**config.mk**
```make
export PLATFORM = sky130hd
export DESIGN_NAME = seq_detector_param
export DESIGN_NICKNAME = d
export VERILOG_FILES = /design/src/rtl/seq_det_pkg.sv /design/src/rtl/sat_counter.sv /design/src/rtl/seq_detector_param.sv
export SDC_FILE = /design/constraint.sdc
export NUM_CORES = 1
export LEC_CHECK = 0
export ABC_AREA = 1
export BUFFER_PORTS_ARGS = -buffer_cell sky130_fd_sc_hd__buf_2
export CORE_ASPECT_RATIO = 1.25
export CORE_MARGIN = 3
export CORE_UTILIZATION = 44
export CTS_CLUSTER_DIAMETER = 100
export DETAILED_ROUTE_END_ITERATION = 10
export GPL_TIMING_DRIVEN = 0
export PLACE_DENSITY = 0.75
export RECOVER_POWER = 25
export SYNTH_ARGS = -nofsm -noshare
export SYNTH_HDL_FRONTEND = slang
export SYNTH_HIERARCHICAL = 1
export SYNTH_SLANG_ARGS = --single-unit
```
**constraint.sdc**
```tcl
create_clock -name clk -period 1.9 [get_ports clk]
set_input_delay 0.57 -clock clk [delete_from_list [all_inputs] [get_ports clk]]
set_output_delay 0.57 -clock clk [all_outputs]
set_load 0.01 [all_outputs]
```
**src/rtl/seq_det_pkg.sv**
```systemverilog
// Shared definitions for the parametrised serial sequence detector.
package seq_det_pkg;

  localparam int OVL_OFF = 0;
  localparam int OVL_ON  = 1;

  // Width needed to hold a fill count in the range 0..pat_w.
  function automatic int fill_w(input int pat_w);
    return $clog2(pat_w + 1);
  endfunction

endpackage

```
**src/rtl/sat_counter.sv**
```systemverilog
// Saturating up-counter with synchronous clear; clear wins over increment.
module sat_counter #(
  parameter int CNT_W = 8
) (
  input  logic             clk,
  input  logic             rst,
  input  logic             inc,
  input  logic             clr,
  output logic [CNT_W-1:0] q
);

  logic [CNT_W-1:0] cnt_q, cnt_d;

  always_comb begin
    cnt_d = cnt_q;
    if (clr) begin
      cnt_d = '0;
    end else if (inc && (cnt_q != {CNT_W{1'b1}})) begin
      cnt_d = cnt_q + 1'b1;
    end
  end

  always_ff @(posedge clk or posedge rst) begin
    if (rst) begin
      cnt_q <= '0;
    end else begin
      cnt_q <= cnt_d;
    end
  end

  assign q = cnt_q;

endmodule

```
**src/rtl/seq_detector_param.sv**
```systemverilog
// Serial bit-sequence detector with loadable pattern, overlap mode,
// input qualification and a saturating match counter.
module seq_detector_param
  import seq_det_pkg::*;
#(
  parameter int               PAT_W   = 4,
  parameter logic [PAT_W-1:0] PATTERN = 4'b1011,
  parameter int               OVERLAP = 1,
  parameter int               CNT_W   = 8
) (
  input  logic             clk,
  input  logic             rst,
  input  logic             seq,
  input  logic             seq_valid,
  input  logic             pat_load,
  input  logic [PAT_W-1:0] pat_in,
  input  logic             clr_cnt,
  output logic             dout,
  output logic [CNT_W-1:0] match_cnt
);

  localparam int FW = fill_w(PAT_W);

  logic [PAT_W-1:0] hist_q, hist_d;
  logic [PAT_W-1:0] pat_q;
  logic [FW-1:0]    fill_q, fill_d;
  logic             dout_q;
  logic             match;

  always_comb begin
    hist_d = {hist_q[PAT_W-2:0], seq};
    fill_d = (fill_q == FW'(PAT_W)) ? fill_q : fill_q + 1'b1;
    match  = seq_valid && !pat_load && (fill_d == FW'(PAT_W)) && (hist_d == pat_q);
  end

  // A pattern load restarts detection so stale history cannot match the new pattern.
  always_ff @(posedge clk or posedge rst) begin
    if (rst) begin
      hist_q <= '0;
      fill_q <= '0;
      pat_q  <= PATTERN;
      dout_q <= 1'b0;
    end else if (pat_load) begin
      pat_q  <= pat_in;
      fill_q <= '0;
      dout_q <= 1'b0;
    end else if (seq_valid) begin
      hist_q <= hist_d;
      dout_q <= match;
      fill_q <= (match && (OVERLAP == OVL_OFF)) ? '0 : fill_d;
    end else begin
      dout_q <= 1'b0;
    end
  end

  sat_counter #(
    .CNT_W(CNT_W)
  ) u_cnt (
    .clk(clk),
    .rst(rst),
    .inc(match),
    .clr(clr_cnt),
    .q  (match_cnt)
  );

  assign dout = dout_q;

endmodule

```
# --- Word level (Yosys, flattened, before mapping) ---
# Cells that the tools add are included.
totals:
  output_inout_bits: 9
  word_cells: 27
  inputBits: 10
  register_bits: 19
classes:
  n_addsub: 2
  muxes: 7
  n_reduce_logical: 8
  n_bitwise: 1
  eq_ne: 4
op_table:
  columns: ["operator", "count"]
  rows:
  - ["2-to-1 mux 8 bit", 2]
  - ["2-to-1 mux 3 bit", 3]
  - ["adder 8 x 1 -> 8 bit, second input constant", 1]
  - ["!= test 8 bit, second input constant", 1]
  - ["== test 3 bit, second input constant", 2]
  - ["== test 4 bit", 1]
  - ["logical AND 1 bit", 4]
  - ["nonzero test 2 bit", 2]
  - ["adder 3 x 1 -> 3 bit, second input constant", 1]
  - ["2-to-1 mux 1 bit", 2]
  - ["AND reduction 2 bit", 1]
  - ["zero test 1 bit", 1]
  - ["NOT 1 bit", 1]

# --- Longest topological paths before layout ---
# Gate-level depths: netlist of the first run.
depth:
  word_depth: 8
  ltp_mapped: 13
  mapped_depth_nobuf: 13

# --- By module ---
# Netlist of the first run, hierarchy kept.
by_module_without_submodules:
  columns: ["module", "area_each_um2", "n_inst", "cells_each"]
  rows:
  - ["seq_detector_param", 588.1, 1, 72]
  - ["sat_counter", 506.7, 1, 69]

# --- Worst setup path before layout of the first run ---
# Ideal clock, no wire load.
synth_timing:
  path_kind: "input port to flip-flop"
  start: "in pat_load"
  end: "reg u_cnt.cnt_q[7], in the netlist u_cnt/q[7]"
  path_stages: 11
  n_path_buf: 1
  setup_ns: 0.113
  arrival_time_ns: 1.604
  slack_ns: 0.183
  path_cell_list: "buf_6 > nor2_8 > nand2_4 > nor2_2 > nand3_2 > nor2_1 > inv_1 > a21oi_1 > nand3_1 > nand2_1 > inv_1"
synth_between:
  elab_chain_cells: 6
synth_lines:
  columns: ["item", "line_no", "text"]
  rows:
  - ["start, declared", "seq_detector_param.sv:15", "input logic pat_load,"]
  - ["zero test 1 bit", "seq_detector_param.sv:33", "match = seq_valid && !pat_load && (fill_d == FW'(PAT_W)) && (hist_d == pat_q);"]
  - ["logical AND 1 bit (3 in series)", "seq_detector_param.sv:33", null]
  - ["named net match", "seq_detector_param.sv:28", "logic match;"]
  - ["logical AND 1 bit", "sat_counter.sv:18", "end else if (inc && (cnt_q != {CNT_W{1'b1}})) begin"]
  - ["nonzero test 2 bit (no source line)", null, null]
  - ["end signal, assigned", "sat_counter.sv:27", "cnt_q <= cnt_d;"]
  - ["end, declared", "sat_counter.sv:12", "logic [CNT_W-1:0] cnt_q, cnt_d;"]
# The timed path passes the listed nets, and every way through them passes these cells.
# A chain may end at the register's enable or synchronous reset.

# --- Worst setup path in the final report of the first run ---
layout_timing:
  start: "reg fill_q[0]"
  end: "reg u_cnt.cnt_q[7], in the netlist u_cnt/q[7]"
layout_between:
  elab_chain_cells: 7
  elab_cells_between_ends: 8
layout_lines:
  columns: ["item", "line_no", "text"]
  rows:
  - ["start, declared", "seq_detector_param.sv:26", "logic [FW-1:0] fill_q, fill_d;"]
  - ["start signal, assigned", "seq_detector_param.sv:50", "fill_q <= (match && (OVERLAP == OVL_OFF)) ? '0 : fill_d;"]
  - ["adder 3 x 1 -> 3 bit / == test 3 bit (equally long branches)", "seq_detector_param.sv:32", "fill_d = (fill_q == FW'(PAT_W)) ? fill_q : fill_q + 1'b1;"]
  - ["2-to-1 mux 3 bit *", "seq_detector_param.sv:32", null]
  - ["== test 3 bit *", "seq_detector_param.sv:33", null]
  - ["logical AND 1 bit * (2 in series)", "seq_detector_param.sv:33", null]
  - ["named net match", "seq_detector_param.sv:28", null]
  - ["logical AND 1 bit *", "sat_counter.sv:18", null]
  - ["nonzero test 2 bit (no source line) *", null, null]
# The timed path passes the listed nets; every way through them passes the cells marked *.

==> metrics.md, run 1 <==
| Metric | Value |
|---|---|
| Gpl congestion | 0.766 |
| Worst-Skew Late Latency | about 0.30 ns |
| Io pins | 19 |
| Layout overhead on the synthesized area | 14.5% |
| Synth top area share | around 37% |
| End of the worst register-to-register path | u_cnt/q[7]$_DFFE_PP0P_ |
| Reg2Reg Launch Point | fill_q[0]$_DFFE_PP0P_ |
| Post-synth top cells | nand2_1, inv_1, dfrtp_1 |
| Die X | about 51 µm |
| Fin crit period | around 1.7 ns |
| R2R depth | 13 |
| Ratio of cells with drive above 1 in the final layout | between 20% and 30% |
| Final Hold Slack | just over 0.2 ns |
| Clock root buffer | clkbuf_4 |
| First-pass GRT wire length | 3450 µm |
| Worst IR drop on VDD | between 500 and 600 µV |
| Slew margin rel. | about 72% |
| Post-DP Area | approximately 1200 µm² |
| Drt drc | 0 |
| Post-synthesis sequential area ratio | around 44% |
| Routed Antenna Nets | 0 |
| H-tree levels | 1 |
| I/O Buffers | 17 |
| Mapped Area | roughly 1100 µm² |
| Fmax | between 0.5 and 0.6 GHz |
| Starting Density | 48.0% |
| Hold Path Class | input port to asynchronous set/reset pin |
| Post-synthesis cell type count | 23 |
| WS Path Type | flip-flop to flip-flop |
| Clk_skew | ~0.0085 ns |
| Outcome | finished, final reports clean |
| Clock sink total | 19 |
| DIE AREA | approximately 3100 µm² |
| Final Cell Area | between 1000 and 1500 µm² |
| Setup ws final | 0.184 ns |
| Syn Nets | around 150 |
| Wire length per cell | roughly 10 µm |
| FP Rows | 19 |
| Synth area leaders | dfrtp_1, nand2_1, inv_1, dfstp_2, o21ai_0 |
| RSZ-0062 raised after global routing | no |
| Setup Total Neg Slack | 0 ns |
| Vias in the first global route | about 860 |
| Total global routing overflow | 0 |
| Period utilization | between 90% and 100% |
| Pin slew with the least headroom to its limit | 0.422 ns |
| Die H | 61.8 µm |
| Detailed-placement wirelength estimate | 1610 µm |
| Post-synth EDFFs | 0 |
| P per Cell Area | around 600 nW/µm² |
| # setup viols final | 0 |
| Initial antenna violation count | 0 |
| Num CTS Buffers | 3 |
| Ant. Diodes | 0 |
| LEAKAGE | 0.000683 µW |
| Worst EP required | roughly 2.1 ns |
| DRT iter0 DRCs | 14 |
| Yosys top cell by area | dfrtp_1 |
| Crit path max fanout | 3 |
| Pre-CTS WS | -0.0386 ns |
| Reg-to-reg slack, setup | 0.18 ns |
| Worst endpoint data arrival time | about 1.9 ns |
| MaxCap Viol Count | 0 |
| CTS tree | built |
| Crit start category | flip-flop |
| Tot GR Track Use | ~15% |
| CTS Hold Buffers Added | 0 |
| Core box area | between 2000 and 2500 µm² |
| FF+latch count, synth | 19 |
| Critical path capture point type | flip-flop |
| Drt pass-1 iters | 4 |
| Async set or reset register ratio after synthesis | 100% |
| Clk slew on worst S/H paths | roughly 0.10 ns |
| Final slew viol count | 0 |
| Via count | between 900 and 1k |
| Clock Path Buffers | 2 |
| Final hold vios | 0 |
| Drt total wl | between 1500 and 2000 µm |
| Largest net degree at the start of global routing | 12 |
| Vias per cell | roughly 4.7 |
| Mean Syn Cell Area | 7.76 µm² |
| Most common cell in the synthesized netlist | nand2_1 |
| Synthesized instance count | approximately 140 |
| Main synth FF type | dfrtp_1 |
| Ys Warns | 6 |
| Layout Nets | 176 |
## how the worst max path moves through the flow
stage                                   to  cells past startpoint  slack [ns]             startpoint
finish              u_cnt/q[7]$_DFFE_PP0P_                     13        0.18  fill_q[0]$_DFFE_PP0P_
global route        u_cnt/q[7]$_DFFE_PP0P_                     13        0.02  fill_q[0]$_DFFE_PP0P_
CTS                 u_cnt/q[3]$_DFFE_PP0P_                     12        0.02  fill_q[0]$_DFFE_PP0P_
detailed placement  u_cnt/q[3]$_DFFE_PP0P_                     11       -0.04              seq_valid
global placement    u_cnt/q[4]$_DFFE_PP0P_                     11       -0.01              seq_valid
floorplan           u_cnt/q[7]$_DFFE_PP0P_                     11        0.18               pat_load
## final cells by class
| type | instances | area, µm² |
|---|---|---|
| well taps | 31 | 38.8 |
| fillers | 243 | 1030 |
| multi-input cells | 96 | 514 |
| clock buffers | 4 | 26.3 |
| repair buffers | 17 | 85.1 |
| flip-flops and latches | 19 | 479 |
| inverters | 25 | 98.8 |
| plain buffers | 1 | 11.3 |
## metal layers
| layer | vias to the layer above | wire length (µm) | global-route usage [%] |
|---|---|---|---|
| met2 | 29 | 985 | 27.6 |
| met4 | 0 | 46 | 8.08 |
| met5 | - | 0 | 0 |
| met3 | 5 | 113 | 2.86 |
| met1 | 399 | 841 | 16.0 |
| li1 | 470 | - | - |
## flip-flops by register name, indices dropped and copies added, names as in the netlist
signal,cells
hist_q,3
dout,1
pat_q,4
fill_q,3
u_cnt/q,8
## what timing repair did
item / 4_1_cts / 5_1_grt
setup buffers: 0 / 0
gates resized for setup: 0 / 3
endpoints found under the setup margin: 0 / 7
## critical path, stage by stage, from the launching register on
cell and delay, ns:
dfrtp_1 0.42, inv_1 0.11, ha_1 0.20, nand2_1 0.06
nand2_1 0.05, nand2_1 0.04, inv_1 0.08, nand3_2 0.09
nor2_2 0.16, inv_1 0.09, a21oi_2 0.14, nand3_1 0.08
nand2_1 0.06, inv_1 0.03
## per-stage QoR
| stage | utilization (%) | std cells | total power, µW |
|---|---|---|---|
| CTS | 54.6 | 193 | 752 |
| floorplan | - | 141 | 522 |
| global placement | 53.4 | 189 | 546 |
| global route | 54.9 | 193 | 790 |
| finish | 54.9 | 193 | 745 |
| detailed placement | 53.4 | 189 | 551 |
## layout by cell type (no fill, tap or decap), types with 2 or more instances in the layout
cell and n:
a21oi_1 2, buf_2 17, clkbuf_4 3, dfrtp_1 16
dfstp_2 3, ha_1 3, inv_1 24, nand2_1 44
nand2_2 2, nand2_4 3, nand3_1 6, nor2_1 9
nor2_2 4, o21ai_0 9, o21ai_1 2, o22ai_1 2
xor2_1 3
## cell families (layout without fill, tap and decap cells)
kind of cell    Yosys count  in the layout  share of synthesized area [%]
buf+inv                  26             47                           10.1
xor+xnor                  4              4                           3.20
flops                    19             19                           43.8
simple gates             73             73                           32.0
fa+ha+maj                 3              3                           3.43
compound gates           16             16                           7.54
## power by group
group          total, µW  internal, µW  switching (µW)
logic                100          36.2            63.9
registers            442           430            12.6
clock network        203          81.9             121
No activity file was read; power rests on OpenSTA's default activity.
==> run 2, diff against run 1 <==
CORE_MARGIN = not set   (was 3)
CORE_UTILIZATION = 30   (was 44)
PLACE_DENSITY = 0.58   (was 0.75)
==> metrics.md, run 2 (synthesis gave the netlist of run 1 again) <==
| Metric | Value |
|---|---|
| Ratio of cells with drive above 1 in the final layout | 25.3% (+1.9 points) |
| Core box area | 3480 µm² (+53%) |
| H-tree levels | 1 (unchanged) |
| Final Hold Slack | 0.249 ns (+0.0470 ns) |
| Num CTS Buffers | 3 (unchanged) |
| Final hold vios | 0 (unchanged) |
| WS Path Type | flip-flop to flip-flop |
| FP Rows | 24 (+5) |
| Drt drc | 0 (unchanged) |
| Clk slew on worst S/H paths | 0.07 ns (-0.03 ns) |
| Die H | 69.5 µm (+13%) |
| Fin crit period | 1.68 ns (-0.0342 ns) |
| Post-DP Area | 1230 µm² (+0.82%) |
| Clock Path Buffers | 2 (unchanged) |
| Met1 Routed Length | 952 µm (+13%) |
| MaxCap Viol Count | 0 (unchanged) |
| Crit path from | fill_q[0]$_DFFE_PP0P_ |
| Total global routing overflow | 0 (unchanged) |
| Detailed-placement wirelength estimate | 1630 µm (+0.95%) |
| Clk_skew | 0.00551 ns (-0.00296 ns) |
| Slew margin rel. | 71.6% (-0.28 points) |
| Period utilization | 88.5% (-1.8 points) |
| Clock power frac | 34.3% (+7.1 points) |
| Part of the power in registers | 53.2% (-6.2 points) |
| Reg2Reg Launch Point | fill_q[0]$_DFFE_PP0P_ |
| Routed Antenna Nets | 0 (unchanged) |
| Met3 WL | 78 µm (-31%) |
| Tot GR Track Use | 12.2% (-2.6 points) |
| Comb pwr share | 12.5% (-0.9 points) |
| Wire length per cell | 10.4 µm (+0.76%) |
| Clock root buffer | clkbuf_8 |
| Die X | 56.0 µm (+11%) |
| Vias in the first global route | 911 (+6.2%) |
| Critical path capture point type | flip-flop |
| DRT iter0 DRCs | 22 (+8) |
| Sw Ratio | 26.2% (-0.26 points) |
| Crit start category | flip-flop |
| Crit path max fanout | 3 (unchanged) |
| Drt total wl | 2090 µm (+4.9%) |
| DIE AREA | 3900 µm² (+25%) |
| Worst EP required | 2.06 ns (-0.05 ns) |
| Commonest non-fill, non-tap cell in the layout | nand2_1 |
| Gpl congestion | 0.785 (+2.5%) |
| Met2 routed WL | 1010 µm (+2.7%) |
| Layout overhead on the synthesized area | 17.9% |
| Worst IR drop on VDD | 380 µV (-31%) |
| # setup viols final | 0 (unchanged) |
| NetSw | 218 µW (+11%) |
| Clock sink total | 19 (unchanged) |
| RSZ-0062 raised after global routing | no |
| Io pins | 19 (unchanged) |
| Max reg flops | 8 (unchanged) |
| I/O Buffers | 17 (unchanged) |
| Starting Density | 31.4% (-17 points) |
| Final slew viol count | 0 (unchanged) |
| P per Cell Area | 645 nW/µm² (+8.4%) |
| Drt pass-1 iters | 4 (unchanged) |
| Pin slew with the least headroom to its limit | 0.426 ns (+0.00424 ns) |
| Setup Fix Bufs, Post-CTS | 0 (unchanged) |
| Vias per cell | 4.56 (-2.6%) |
| Worst endpoint data arrival time | 1.84 ns (-0.09 ns) |
| # fillers | 365 (+50%) |
| P_int | 614 µW (+12%) |
| Initial antenna violation count | 0 (unchanged) |
| Highest-count cells in the layout ignoring fill and taps | nand2_1, inv_1, buf_2, dfrtp_1 |
| Ant. Diodes | 0 (unchanged) |
| Hold Path Class | input port to asynchronous set/reset pin |
| Via count | 916 (+1.4%) |
| CTS tree | built |
| CTS Hold Buffers Added | 0 (unchanged) |
| Worst-Skew Late Latency | 0.26 ns (-0.04 ns) |
| Layout Nets | 176 (unchanged) |
| Max layer used | met4 |
| Largest net degree at the start of global routing | 12 (unchanged) |
| First-pass GRT wire length | 3840 µm (+11%) |
| Final Cell Area | 1290 µm² (+3.0%) |
| LEAKAGE | 0.000692 µW (+1.3%) |
| Outcome | finished, final reports clean |
| Fmax | 0.595 GHz (+2.0%) |
## run 2: changes by cell type in the layout (fill, tap and decap cells not counted), sizes merged
cell and delta:
clkbuf -1, clkinv +1
## run 2: power by group through the flow
stage | logic [µW] | clock network [µW] | registers (µW)
2_1_floorplan | 74.8 | 0 | 447
3_3_place_gp | 98.3 | 0 | 449
3_5_place_dp | 102 | 0 | 450
4_1_cts | 105 | 300 | 442
5_1_grt | 123 | 310 | 447
6_report | 104 | 285 | 443
## run 2: cell type report
cell class                 instances  area (µm²)  area share [%]
clock inverter                     1        5.00           0.388
tap                               39        48.8            3.78
clock buffer                       3        41.3            3.20
inverter                          25        98.8            7.66
sequential                        19         479            37.1
buffer                             1        11.3           0.872
timing repair buffer              17        85.1            6.59
multi-input combinational         96         522            40.4
## run 2: worst paths after layout
check | cells past startpoint | endpoint | slack, ns
hold reg to reg | 2 | pat_q[0]$_DFFE_PP1P_ | 0.51
hold / removal | 2 | u_cnt/q[0]$_DFFE_PP0P_ | 0.25
setup / recovery | 13 | u_cnt/q[7]$_DFFE_PP0P_ | 0.22
min in group clk | 2 | pat_q[0]$_DFFE_PP1P_ | 0.51
setup reg to reg | 13 | u_cnt/q[7]$_DFFE_PP0P_ | 0.22
max in group asynchronous | 2 | pat_q[3]$_DFFE_PP1P_ | 1.27
## run 2: repair_timing
item	4_1_cts	5_1_grt
setup endpoints to repair	3	2
pin swaps	0	1
resized for setup	2	4
gates cloned	0	0
## run 2: routing by layer
metal | track usage [%] | vias up
met5 | 0 | -
met4 | 4.88 | 0
met3 | 1.68 | 5
met2 | 22.1 | 20
met1 | 14.2 | 418
li1 | - | 473
## run 2: through the flow
stage               util [%]  total power (µW)  setup TNS [ns]  std cells  setup slack, ns
finish                  37.1               833               0        201            0.219
global route            37.1               880               0        201          0.00540
CTS                     36.7               847               0        201           0.0779
detailed placement      35.3               552          -0.252        197          -0.0530
global placement        35.3               548          -0.201        197          -0.0412
floorplan                  -               522               0        141            0.183
## run 2: critical path: stages, from the launching register on
cell and delay, ns:
dfrtp_1 0.41, inv_2 0.08, ha_2 0.19, nand2_1 0.06, nand2_1 0.05, nand2_1 0.05
inv_1 0.08, nand3_2 0.11, nor2_4 0.16, inv_1 0.08, a21oi_2 0.14, nand3_1 0.08
nand2_1 0.06, inv_1 0.03
